File: config.mk
export PLATFORM = sky130hd
export DESIGN_NAME = regfile_arbiter
export DESIGN_NICKNAME = d
export VERILOG_FILES = /design/src/rtl/regfile_arb_pkg.sv /design/src/rtl/rr_arbiter_2.sv /design/src/rtl/regfile_arbiter.sv
export SDC_FILE = /design/constraint.sdc
export NUM_CORES = 1
export LEC_CHECK = 0
export BUFFER_PORTS_ARGS = -buffer_cell sky130_fd_sc_hd__buf_2
export CAP_MARGIN = 20
export CORE_MARGIN = 2
export CORE_UTILIZATION = 48
export DETAILED_ROUTE_END_ITERATION = 10
export PLACE_DENSITY = 0.86
export SLEW_MARGIN = 20
export SYNTH_ARGS = -nofsm -noshare
export SYNTH_HDL_FRONTEND = slang
export SYNTH_SLANG_ARGS = --single-unit
File: constraint.sdc
create_clock -name clk -period 4.4 [get_ports clk]
set_clock_uncertainty 0.05 [all_clocks]
set_input_delay 0.88 -clock clk [delete_from_list [all_inputs] [get_ports clk]]
set_output_delay 0.88 -clock clk [all_outputs]
set_load 0.01 [all_outputs]
File: src/rtl/regfile_arb_pkg.sv
// Shared types and constants for the register-file arbiter.
//   state_t      : sequencer states (IDLE -> ACCESS -> RESP -> IDLE)
//   RESP_*       : response codes returned to requesters
//   PORT_A/B     : requester ids, also the encoding of last_gnt
package regfile_arb_pkg;

  typedef enum logic [1:0] {
    IDLE   = 2'd0,
    ACCESS = 2'd1,
    RESP   = 2'd2
  } state_t;

  localparam logic [1:0] RESP_OKAY   = 2'b00;
  localparam logic [1:0] RESP_SLVERR = 2'b10;

  localparam logic PORT_A = 1'b0;
  localparam logic PORT_B = 1'b1;

endpackage

File: src/rtl/rr_arbiter_2.sv
// Two-requester round-robin grant logic, purely combinational.
//   req[1:0]  : request lines (bit 0 = port A, bit 1 = port B)
//   last_gnt  : id of the port granted most recently (register lives in parent)
//   en        : grants are only issued while enabled
//   gnt[1:0]  : one-hot grant, all zero when disabled or nobody requests
module rr_arbiter_2 (
  input  logic [1:0] req,
  input  logic       last_gnt,
  input  logic       en,
  output logic [1:0] gnt
);

  // NOTE: gnt gets a default before any branch so no path leaves it
  // unassigned, which would otherwise infer a latch.
  always_comb begin
    gnt = 2'b00;
    if (en) begin
      case (req)
        2'b01:   gnt = 2'b01;
        2'b10:   gnt = 2'b10;
        // On a tie the port that did not win last time goes first.
        2'b11:   gnt = last_gnt ? 2'b01 : 2'b10;
        default: gnt = 2'b00;
      endcase
    end
  end

endmodule

File: src/rtl/regfile_arbiter.sv
// Shares one register-file read/write port pair between requester A
// (AXI-Lite slave side) and requester B (local/DMA master). Each accepted
// request becomes exactly one register-file access followed by a held
// response.
//   clk, rst_n              : clock, asynchronous active-low reset
//   {a,b}_valid/ready       : request handshake; ready is combinational in IDLE
//   {a,b}_we/addr/wdata/wstrb : request fields, held with valid
//   {a,b}_rsp_*             : response channel, held until rsp_ready
//   rf_wr_*                 : register-file write port (rf_wr_resp registered)
//   rf_rd_*                 : register-file read port (combinational result)
module regfile_arbiter
  import regfile_arb_pkg::*;
#(
  parameter  int DATA_WIDTH = 32,
  parameter  int NUM_REGS   = 16,
  localparam int ADDR_WIDTH = $clog2(NUM_REGS),
  localparam int STRB_WIDTH = DATA_WIDTH / 8
) (
  input  logic                  clk,
  input  logic                  rst_n,
  // port A
  input  logic                  a_valid,
  output logic                  a_ready,
  input  logic                  a_we,
  input  logic [ADDR_WIDTH-1:0] a_addr,
  input  logic [DATA_WIDTH-1:0] a_wdata,
  input  logic [STRB_WIDTH-1:0] a_wstrb,
  output logic                  a_rsp_valid,
  input  logic                  a_rsp_ready,
  output logic [DATA_WIDTH-1:0] a_rsp_data,
  output logic [1:0]            a_rsp_resp,
  // port B
  input  logic                  b_valid,
  output logic                  b_ready,
  input  logic                  b_we,
  input  logic [ADDR_WIDTH-1:0] b_addr,
  input  logic [DATA_WIDTH-1:0] b_wdata,
  input  logic [STRB_WIDTH-1:0] b_wstrb,
  output logic                  b_rsp_valid,
  input  logic                  b_rsp_ready,
  output logic [DATA_WIDTH-1:0] b_rsp_data,
  output logic [1:0]            b_rsp_resp,
  // register file
  output logic                  rf_wr_en,
  output logic [ADDR_WIDTH-1:0] rf_wr_addr,
  output logic [DATA_WIDTH-1:0] rf_wr_data,
  output logic [STRB_WIDTH-1:0] rf_wr_strb,
  input  logic [1:0]            rf_wr_resp,
  output logic                  rf_rd_en,
  output logic [ADDR_WIDTH-1:0] rf_rd_addr,
  input  logic [DATA_WIDTH-1:0] rf_rd_data,
  input  logic [1:0]            rf_rd_resp
);

  state_t                state;
  logic                  last_gnt;
  logic                  cmd_port;
  logic                  cmd_we;
  logic                  rsp_valid_q;
  logic [DATA_WIDTH-1:0] rsp_data_q;
  logic [1:0]            rsp_resp_q;
  logic [1:0]            rsp_resp_mux;

  logic [1:0]            gnt;
  logic                  sel_we;
  logic [ADDR_WIDTH-1:0] sel_addr;
  logic [DATA_WIDTH-1:0] sel_wdata;
  logic [STRB_WIDTH-1:0] sel_wstrb;
  logic                  rsp_ready_sel;

  rr_arbiter_2 u_arb (
    .req      ({b_valid, a_valid}),
    .last_gnt (last_gnt),
    .en       (state == IDLE),
    .gnt      (gnt)
  );

  assign a_ready = gnt[0];
  assign b_ready = gnt[1];

  // Fields of whichever port is being granted this cycle.
  assign sel_we    = gnt[1] ? b_we    : a_we;
  assign sel_addr  = gnt[1] ? b_addr  : a_addr;
  assign sel_wdata = gnt[1] ? b_wdata : a_wdata;
  assign sel_wstrb = gnt[1] ? b_wstrb : a_wstrb;

  assign rsp_ready_sel = (cmd_port == PORT_B) ? b_rsp_ready : a_rsp_ready;

  // The rf address/data/strobe registers double as the command latch, so the
  // rf port is driven straight from flops during ACCESS.
  // NOTE: all state below uses non-blocking assignments so every flop samples
  // pre-edge values regardless of statement order.
  always_ff @(posedge clk or negedge rst_n) begin
    if (!rst_n) begin
      state       <= IDLE;
      last_gnt    <= PORT_B;
      cmd_port    <= PORT_A;
      cmd_we      <= 1'b0;
      rf_wr_en    <= 1'b0;
      rf_rd_en    <= 1'b0;
      rf_wr_addr  <= '0;
      rf_rd_addr  <= '0;
      rf_wr_data  <= '0;
      rf_wr_strb  <= '0;
      rsp_valid_q <= 1'b0;
      rsp_data_q  <= '0;
      rsp_resp_q  <= RESP_OKAY;
    end else begin
      case (state)
        IDLE: begin
          if (|gnt) begin
            cmd_port   <= gnt[1];
            last_gnt   <= gnt[1];
            cmd_we     <= sel_we;
            rf_wr_en   <= sel_we;
            rf_rd_en   <= !sel_we;
            rf_wr_addr <= sel_addr;
            rf_rd_addr <= sel_addr;
            rf_wr_data <= sel_wdata;
            rf_wr_strb <= sel_wstrb;
            state      <= ACCESS;
          end
        end
        ACCESS: begin
          rf_wr_en    <= 1'b0;
          rf_rd_en    <= 1'b0;
          rsp_data_q  <= cmd_we ? '0 : rf_rd_data;
          rsp_resp_q  <= cmd_we ? RESP_OKAY : rf_rd_resp;
          rsp_valid_q <= 1'b1;
          state       <= RESP;
        end
        RESP: begin
          if (rsp_ready_sel) begin
            rsp_valid_q <= 1'b0;
            state       <= IDLE;
          end
        end
        default: state <= IDLE;
      endcase
    end
  end

  // Write responses come live from the rf: its registered response settled
  // after the ACCESS edge and cannot move while rf_wr_en is low.
  assign rsp_resp_mux = cmd_we ? rf_wr_resp : rsp_resp_q;

  assign a_rsp_valid = rsp_valid_q && (cmd_port == PORT_A);
  assign b_rsp_valid = rsp_valid_q && (cmd_port == PORT_B);
  assign a_rsp_data  = a_rsp_valid ? rsp_data_q   : '0;
  assign b_rsp_data  = b_rsp_valid ? rsp_data_q   : '0;
  assign a_rsp_resp  = a_rsp_valid ? rsp_resp_mux : 2'b00;
  assign b_rsp_resp  = b_rsp_valid ? rsp_resp_mux : 2'b00;

endmodule
; After elaboration in Yosys (flattened, before gate mapping)
; Cells that the tools add are included.
[totals]
word_cells = 55
mem_count = 0
rom_bits = 0
input_bits = 124
regBits = 82
output_inout_bits = 118
latch_bits = 0
mem_bits_rw = 0
[classes]
n_div = 0
n_eq_ne = 7
n_reduce_logical = 11
n_mul = 0
add_sub_neg = 0
shifts = 0
order_cmp = 0
n_bitwise = 1
n_mux = 24
[op_table]
columns = operator, n
row1 = 2-to-1 mux 32 bit, 4
row2 = 2-to-1 mux 2 bit, 8
row3 = one-hot mux 2 bit (3 select lines), 2
row4 = 2-to-1 mux 4 bit, 2
row5 = AND reduction 2 bit, 4
row6 = "equality test 2 bit, second input constant", 3
row7 = one-hot mux 1 bit (2 select lines), 3
row8 = 2-to-1 mux 1 bit, 5
row9 = "equality test 2 x 1 -> 1 bit, second input constant", 2
row10 = "inequality test 2 bit, second input constant", 2
row11 = nonzero test 2 bit, 2
row12 = logical AND 1 bit, 2
row13 = logical NOT 2 bit, 1
row14 = OR reduction 2 bit, 1
row15 = logical NOT 1 bit, 1
row16 = inverter 1 bit, 1

; Longest topological paths before layout
; Gate-level depths: netlist of the first run.
[logic_depth]
ltp_word = 7
mapped_depth = 6
mapped_depth_nobuf = 4

; Cells and area by module
; From an unflattened synthesis of the first run, not the netlist that was laid out.
[hier_totals]
hier_cells = 449
hier_area_um2 = 4360.4
[by_module_without_submodules]
columns = mod, cells_per_inst, seq_area_each_um2, area_each_um2, n_inst
row1 = regfile_arbiter, 444, 2053.2, 4339.2, 1
row2 = rr_arbiter_2, 5, 0.0, 21.3, 1

; Least setup slack after synthesis of the first run
; No wires, ideal clock.
[synth_timing]
path_kind = input to output
start = input b_valid
end = output b_ready
slack_ns = 1.915
required_time_ns = 3.470
n_path_buf = 1
stages = 3
t_arrival_ns = 1.555
cell_sequence = or3b_4 nor2_8 buf_6
[synth_via]
elab_chain_cells = 3
word_cells_on_any_way = 5
classes_between = 3 x eq/ne / 2 x mux
[synth_lines]
columns = element, line
row1 = from (decl), regfile_arbiter.sv:33  ; input logic b_valid,
row2 = equality test 2 bit / equality test 2 x 1 -> 1 bit (equally long branches), rr_arbiter_2.sv:18  ; case (req)
row3 = one-hot mux 2 bit (3 select lines) (*), rr_arbiter_2.sv:18
row4 = 2-to-1 mux 2 bit (*), rr_arbiter_2.sv:17  ; if (en) begin
row5 = to (decl), regfile_arbiter.sv:34  ; output logic b_ready,
; Mark *: on every way between the ends. The rest lies on a longest branch, timed or not.

; Worst setup path in the final report of the first run
[layout_timing]
start = register rsp_valid_q
end = output a_rsp_data[8]
[layout_via]
elab_chain_cells = 2
[layout_lines]
columns = element, line
row1 = from (decl), regfile_arbiter.sv:59  ; logic rsp_valid_q;
row2 = from (signal assigned), regfile_arbiter.sv:105  ; rsp_valid_q <= 1'b0;
row3 = from (signal assigned), regfile_arbiter.sv:129  ; rsp_valid_q <= 1'b1;
row4 = from (signal assigned), regfile_arbiter.sv:134  ; rsp_valid_q <= 1'b0;
row5 = logical AND 1 bit, regfile_arbiter.sv:147  ; assign a_rsp_valid = rsp_valid_q && (cmd_port == PORT_A);
row6 = 2-to-1 mux 32 bit, regfile_arbiter.sv:149  ; assign a_rsp_data = a_rsp_valid ? rsp_data_q : '0;
row7 = to (decl), regfile_arbiter.sv:30  ; output logic [DATA_WIDTH-1:0] a_rsp_data,
; No other way between the ends.

==> results.sh, run 1 <==
export IMPL_cts_resized=0
export IMPL_gp_congestion=0.8204
export IMPL_core_rowCount=34
export IMPL_cts_tree="yes"
export IMPL_wl_mm=12.18
export IMPL_yosys_warnings=0
export IMPL_hpwl_mm=8.607
export IMPL_wl_per_cell_um=14.91
export IMPL_final_common_cell="buf_2"
export IMPL_status="finished clean"
export IMPL_antenna_found_initial=0
export IMPL_cts_hold_buf=0
export IMPL_crit_path_start_kind="register"
export IMPL_nets=828
export IMPL_hold_violations=0
export IMPL_gr_total_overflow=0
export IMPL_clock_sinks=82
export IMPL_relSlewSlack=0.2645
export IMPL_syn_num_nets=623
export IMPL_drt_iter0_markers=110
export IMPL_clock_path_buffers=2
export IMPL_drc_errors=0
export IMPL_placed_cells=801
export IMPL_synth_ff_type="dfrtp_1"
export IMPL_pwr_share_clk=0.130
export IMPL_p_comb_frac=0.471
export IMPL_yosysSeqAreaShare=0.4705
export IMPL_ir_worst_vdd_uv=296.2
export IMPL_critical_path_arrival_ns=2.40
export IMPL_power_internal_mw=2.114
export IMPL_p_leak_nw=3.134
export IMPL_diodes=0
export IMPL_worstSetupEndpointType="output port"
export IMPL_die_h_um=99.35
export IMPL_cts_clk_slew_worst_paths_ns=0.09
export IMPL_layout_common_cells="240 x buf_2, 81 x dfrtp_1, 75 x o21ai_0, 46 x inv_1, 40 x nand3_1"
export IMPL_core_um2=8763
export IMPL_drive_gt1_frac=0.3766
export IMPL_setup_viol=0
export IMPL_hold_class="register to register"
export IMPL_area_growth_pct=30.39
export IMPL_fin_cells=817
export IMPL_fin_crit_ns=3.328
export IMPL_cts_buffers=9
export IMPL_crit_type="register to output port"
export IMPL_cap_violations=0
export IMPL_h_tree_depth=3
export IMPL_clock_fmax_ghz=0.3005
export IMPL_vias=4372
export IMPL_worstMarginPinSlew_ns=1.099
export IMPL_cellPowerDensity_nw_per_um2=662.1
export IMPL_fin_setup_tns_ns=0
export IMPL_switching_share=0.4390
export IMPL_rsz0062_at_grt="false"
export IMPL_dieWidth_um=99.35
export IMPL_syn_avg_cell_area_um2=8.746
export IMPL_drt_pass1_iter_count=5
export IMPL_cts_root_buf="clkbuf_8"
export IMPL_grt_pass1_vias=4002
export IMPL_min_period_over_period=0.7564
export IMPL_required_ns=3.47
export IMPL_die_area_um2=9870
export IMPL_via_per_inst=5.351
export IMPL_critPathMaxFanout=36
export IMPL_synth_edf_count=0
export IMPL_numPortBuffers=241
export IMPL_ys_ff_latch=82
export IMPL_drv_slew=0
export IMPL_grt_usage=0.2427
export IMPL_grt_max_degree=83
export IMPL_clk_latency_ns=0.33
export IMPL_yosysUniqueCellTypes=31
export IMPL_io_pins=242
export IMPL_start_util=0.4980
export IMPL_async_flop_share=1.000
export IMPL_post_cts_buffers=0
export IMPL_finalPower_mw=3.768
export IMPL_grt_pass1_wl_mm=19.59
export IMPL_power_switching_mw=1.654
export IMPL_p_seq_frac=0.399
export IMPL_synth_area_um2=4364
export IMPL_syn_inst=499
export IMPL_ant_nets=0
export IMPL_whs_ns=0.4355
[cells in the mapped netlist (all sizes together) (3+ instances only)]
cell	number	share of area
and2	33	0.048
and3	33	0.047
buf	15	0.026
clkbuf	35	0.030
dfrtp	81	0.46
inv	46	0.040
mux2i	3	0.0069
nand2	38	0.033
nand2b	36	0.052
nand3	40	0.046
nor2	9	0.011
o21ai	77	0.088
o311ai	40	0.080
[final timing paths]
kind,start,endpoint,slack [ns],cells past startpoint
max,rsp_valid_q$_DFFE_PN0P_,a_rsp_data[8],1.07,4
min in group asynchronous,rst_n,rsp_data_q[30]$_DFFE_PN0P_,0.49,1
min,rsp_resp_q[1]$_DFFE_PN0P_,rsp_resp_q[1]$_DFFE_PN0P_,0.44,2
min reg2reg,rsp_resp_q[1]$_DFFE_PN0P_,rsp_resp_q[1]$_DFFE_PN0P_,0.44,2
max in group asynchronous,rst_n,state[1]$_DFFE_PN0P_,3.25,1
max reg2reg,state[0]$_DFFE_PN0P_,rf_wr_en$_DFFE_PN0P_,2.44,3
[cell type report]
type                            count  area [µm²]
Sequential cell                    82        2053
Clock inverter                      4       27.53
Inverter                           46       172.7
Multi-Input combinational cell    321        1922
Tap cell                          108       135.1
Fill cell                         743        3073
Timing Repair Buffer              244        1235
Clock buffer                       12       145.1
[critical path: stages, from the launching register on]
cell and delay [ns]:
dfrtp_1 0.91, nand2_1 0.19, inv_1 0.59, and2_1 0.22, buf_2 0.13
[power groups by stage]
stage,logic [mW],registers [mW],clock network (mW)
3_5_place_dp,1.79,1.51,0
3_3_place_gp,1.72,1.48,0
4_1_cts,1.79,1.50,0.502
5_1_grt,1.96,1.58,0.528
2_1_floorplan,1.20,1.44,0
6_report,1.77,1.50,0.490
[sequential cells by signal, summed over array words and instances (netlist names)]
name and flops:
rf_wr_data 32, rsp_data_q 32, rf_rd_addr 4, rf_wr_strb 4
rsp_resp_q 2, state 2, cmd_port 1, cmd_we 1
last_gnt 1, rf_rd_en 1, rf_wr_en 1, rsp_valid_q 1
[metal layers]
layer,share of wire,track usage,vias up
met4,0.018,0.08325,0
li1,-,-,2113
met1,0.41,0.3192,2022
met5,0,0,-
met3,0.080,0.05060,20
met2,0.49,0.4018,217
[cells by family (layout without fill, tap and decap cells)]
kind of cell / Yosys count / after routing / synth area share
AND/OR/NAND/NOR: 193 / 193 / 0.2451
multiplexers: 3 / 3 / 0.006881
buffers and inverters: 96 / 306 / 0.09547
flip-flops: 82 / 82 / 0.4705
AO/OA/AOI/OAI: 125 / 125 / 0.1821
[stage by stage]
step	cell area [µm²]	util	setup WS [ns]
after floorplan	4364	-	1.915
after global placement	5509	0.6286	1.297
after detailed placement	5509	0.6286	1.272
after CTS	5682	0.6483	1.055
after global routing	5690	0.6493	0.7724
final	5690	0.6493	1.072
Note: power is estimated with default switching activity, not from simulation.
==> run 2, diff against run 1 <==
--- a/config.mk
+++ b/config.mk
@@ -8,9 +8,9 @@
 export BUFFER_PORTS_ARGS = -buffer_cell sky130_fd_sc_hd__buf_2
 export CAP_MARGIN = 20
 export CORE_MARGIN = 2
-export CORE_UTILIZATION = 48
+export CORE_UTILIZATION = 41
 export DETAILED_ROUTE_END_ITERATION = 10
-export PLACE_DENSITY = 0.86
+export PLACE_DENSITY = 0.78
 export SLEW_MARGIN = 20
 export SYNTH_ARGS = -nofsm -noshare
 export SYNTH_HDL_FRONTEND = slang
==> constraint.sdc (replaced) <==
create_clock -name clk -period 2.8 [get_ports clk]
set_clock_uncertainty 0.05 [all_clocks]
set_input_delay 0.56 -clock clk [delete_from_list [all_inputs] [get_ports clk]]
set_output_delay 0.56 -clock clk [all_outputs]
set_load 0.01 [all_outputs]
==> run 2 against run 1 <==
Effect of this change: combinational power rose by 71%; global-route usage shrank 1.7 points; clock-buffer cell count fell by 2; non-clock buffer count grew 8; worst hold slack got worse by 0.33 ns; critical path type unchanged; largest cell class unchanged.
==> results.sh, run 2 (synthesis gave the netlist of run 1 again) <==
export IMPL_clock_fmax_ghz=0.4146
export IMPL_grtUsageMet2=0.3965
export IMPL_antenna_found_initial=1
export IMPL_top_usage_layer="met2"
export IMPL_ant_nets=0
export IMPL_cap_violations=0
export IMPL_setup_viol=0
export IMPL_cts_buffers=9
export IMPL_r2r_slack_ns=0.94
export IMPL_critical_path_arrival_ns=1.80
export IMPL_h_tree_depth=3
export IMPL_clock_sinks=82
export IMPL_io_pins=242
export IMPL_core_rowCount=37
export IMPL_drt_pass1_iter_count=5
export IMPL_cts_tree="yes"
export IMPL_grt_pass1_wl_mm=20.48
export IMPL_relSlewSlack=0.4096
export IMPL_postPlaceCellArea_um2=5629
export IMPL_cts_clk_slew_worst_paths_ns=0.08
export IMPL_drv_slew=0
export IMPL_cts_hold_buf=0
export IMPL_post_cts_buffers=0
export IMPL_wl_mm=12.76
export IMPL_grt_met3_usage=0.04620
export IMPL_vias=4432
export IMPL_diodes=0
export IMPL_fin_crit_ns=2.412
export IMPL_hpwl_mm=9.181
export IMPL_crit_type="register to output port"
export IMPL_grt_usage=0.2255
export IMPL_grt_max_degree=58
export IMPL_worstMarginPinSlew_ns=0.8856
export IMPL_wl_per_cell_um=14.98
export IMPL_crit_path_start_kind="register"
export IMPL_drc_errors=0
export IMPL_drive_gt1_frac=0.3827
export IMPL_reg_top3="rf_wr_data: 32 flops, rsp_data_q: 32 flops"
export IMPL_start_util=0.4227
export IMPL_drt_iter0_markers=328
export IMPL_gp_congestion=0.8066
export IMPL_die_area_um2=11490
export IMPL_via_per_inst=5.202
export IMPL_worstSetupEndpointType="output port"
export IMPL_clk_latency_ns=0.35
export IMPL_nets=836
export IMPL_met1_usage=0.2667
export IMPL_fin_area_um2=5861
export IMPL_fin_setup_tns_ns=0
export IMPL_critPathMaxFanout=33
export IMPL_clock_path_buffers=2
export IMPL_p_leak_nw=3.212
export IMPL_cts_root_buf="clkbuf_8"
export IMPL_area_growth_pct=34.29
export IMPL_ir_worst_vdd_uv=475.6
export IMPL_final_common_cell="buf_2"
export IMPL_grt_pass1_vias=4332
export IMPL_cellPowerDensity_nw_per_um2=1067
export IMPL_status="finished clean"
export IMPL_rsz0062_at_grt="false"
export IMPL_gr_total_overflow=0
export IMPL_cts_resized=0
export IMPL_layout_common_cells="240 x buf_2, 81 x dfrtp_1, 75 x o21ai_0, 46 x inv_1, 40 x nand3_1"
export IMPL_dieWidth_um=107.2
export IMPL_finalPower_mw=6.254
export IMPL_required_ns=2.19
export IMPL_core_um2=10320
export IMPL_die_h_um=107.2
export IMPL_numPortBuffers=241
export IMPL_hold_class="input pin to async pin"
export IMPL_min_period_over_period=0.8613
export IMPL_hold_violations=0
run 2: path summary, 6_finish.rpt:
| path | from | end | depth (start not counted) |
|---|---|---|---|
| worst min register to register | rsp_resp_q[1]$_DFFE_PN0P_ | rsp_resp_q[1]$_DFFE_PN0P_ | 2 |
| worst min-delay path | rst_n | rf_wr_data[4]$_DFFE_PN0P_ | 1 |
| max in group asynchronous | rst_n | last_gnt$_DFFE_PN1P_ | 2 |
| worst max register to register | state[1]$_DFFE_PN0P_ | rsp_data_q[20]$_DFFE_PN0P_ | 3 |
| worst max-delay path | cmd_port$_DFFE_PN0P_ | a_rsp_data[16] | 5 |
| min in group clk | b_wdata[13] | rf_wr_data[13]$_DFFE_PN0P_ | 3 |
run 2: critical path, stage by stage (launching register included):
cell and delay [ns]:
dfrtp_1 0.38, inv_1 0.08, nand2_1 0.09, inv_1 0.55, and2_1 0.22, buf_2 0.13
run 2: cell type report:
type | count | area, µm²
Sequential cell | 82 | 2053
Multi-Input combinational cell | 321 | 1917
Fill cell | 932 | 4463
Clock buffer | 10 | 127.6
Timing Repair Buffer | 252 | 1316
Tap cell | 136 | 170.2
Clock inverter | 5 | 103.9
Inverter | 46 | 172.7
run 2: per-layer routing:
layer / up-vias / wire (µm)
li1: 2139 / -
met1: 2054 / 5052
met2: 214 / 6381
met3: 23 / 1058
met4: 2 / 253
met5: - / 13
run 2: through the flow:
step	hold WS (ns)	std cells	setup slack [ns]	util
final	0.1053	852	0.3882	0.5677
after global routing	0.1335	852	0.2058	0.5677
after CTS	0.1126	852	0.3476	0.5677
after detailed placement	0.4223	837	0.7103	0.5453
after global placement	0.4206	837	0.7638	0.5453
after floorplan	0.2144	499	0.9552	-
run 2: power breakdown:
group          switching (mW)  internal, mW
combinational            1.79          1.24
sequential              0.415          1.80
clock                   0.421         0.588
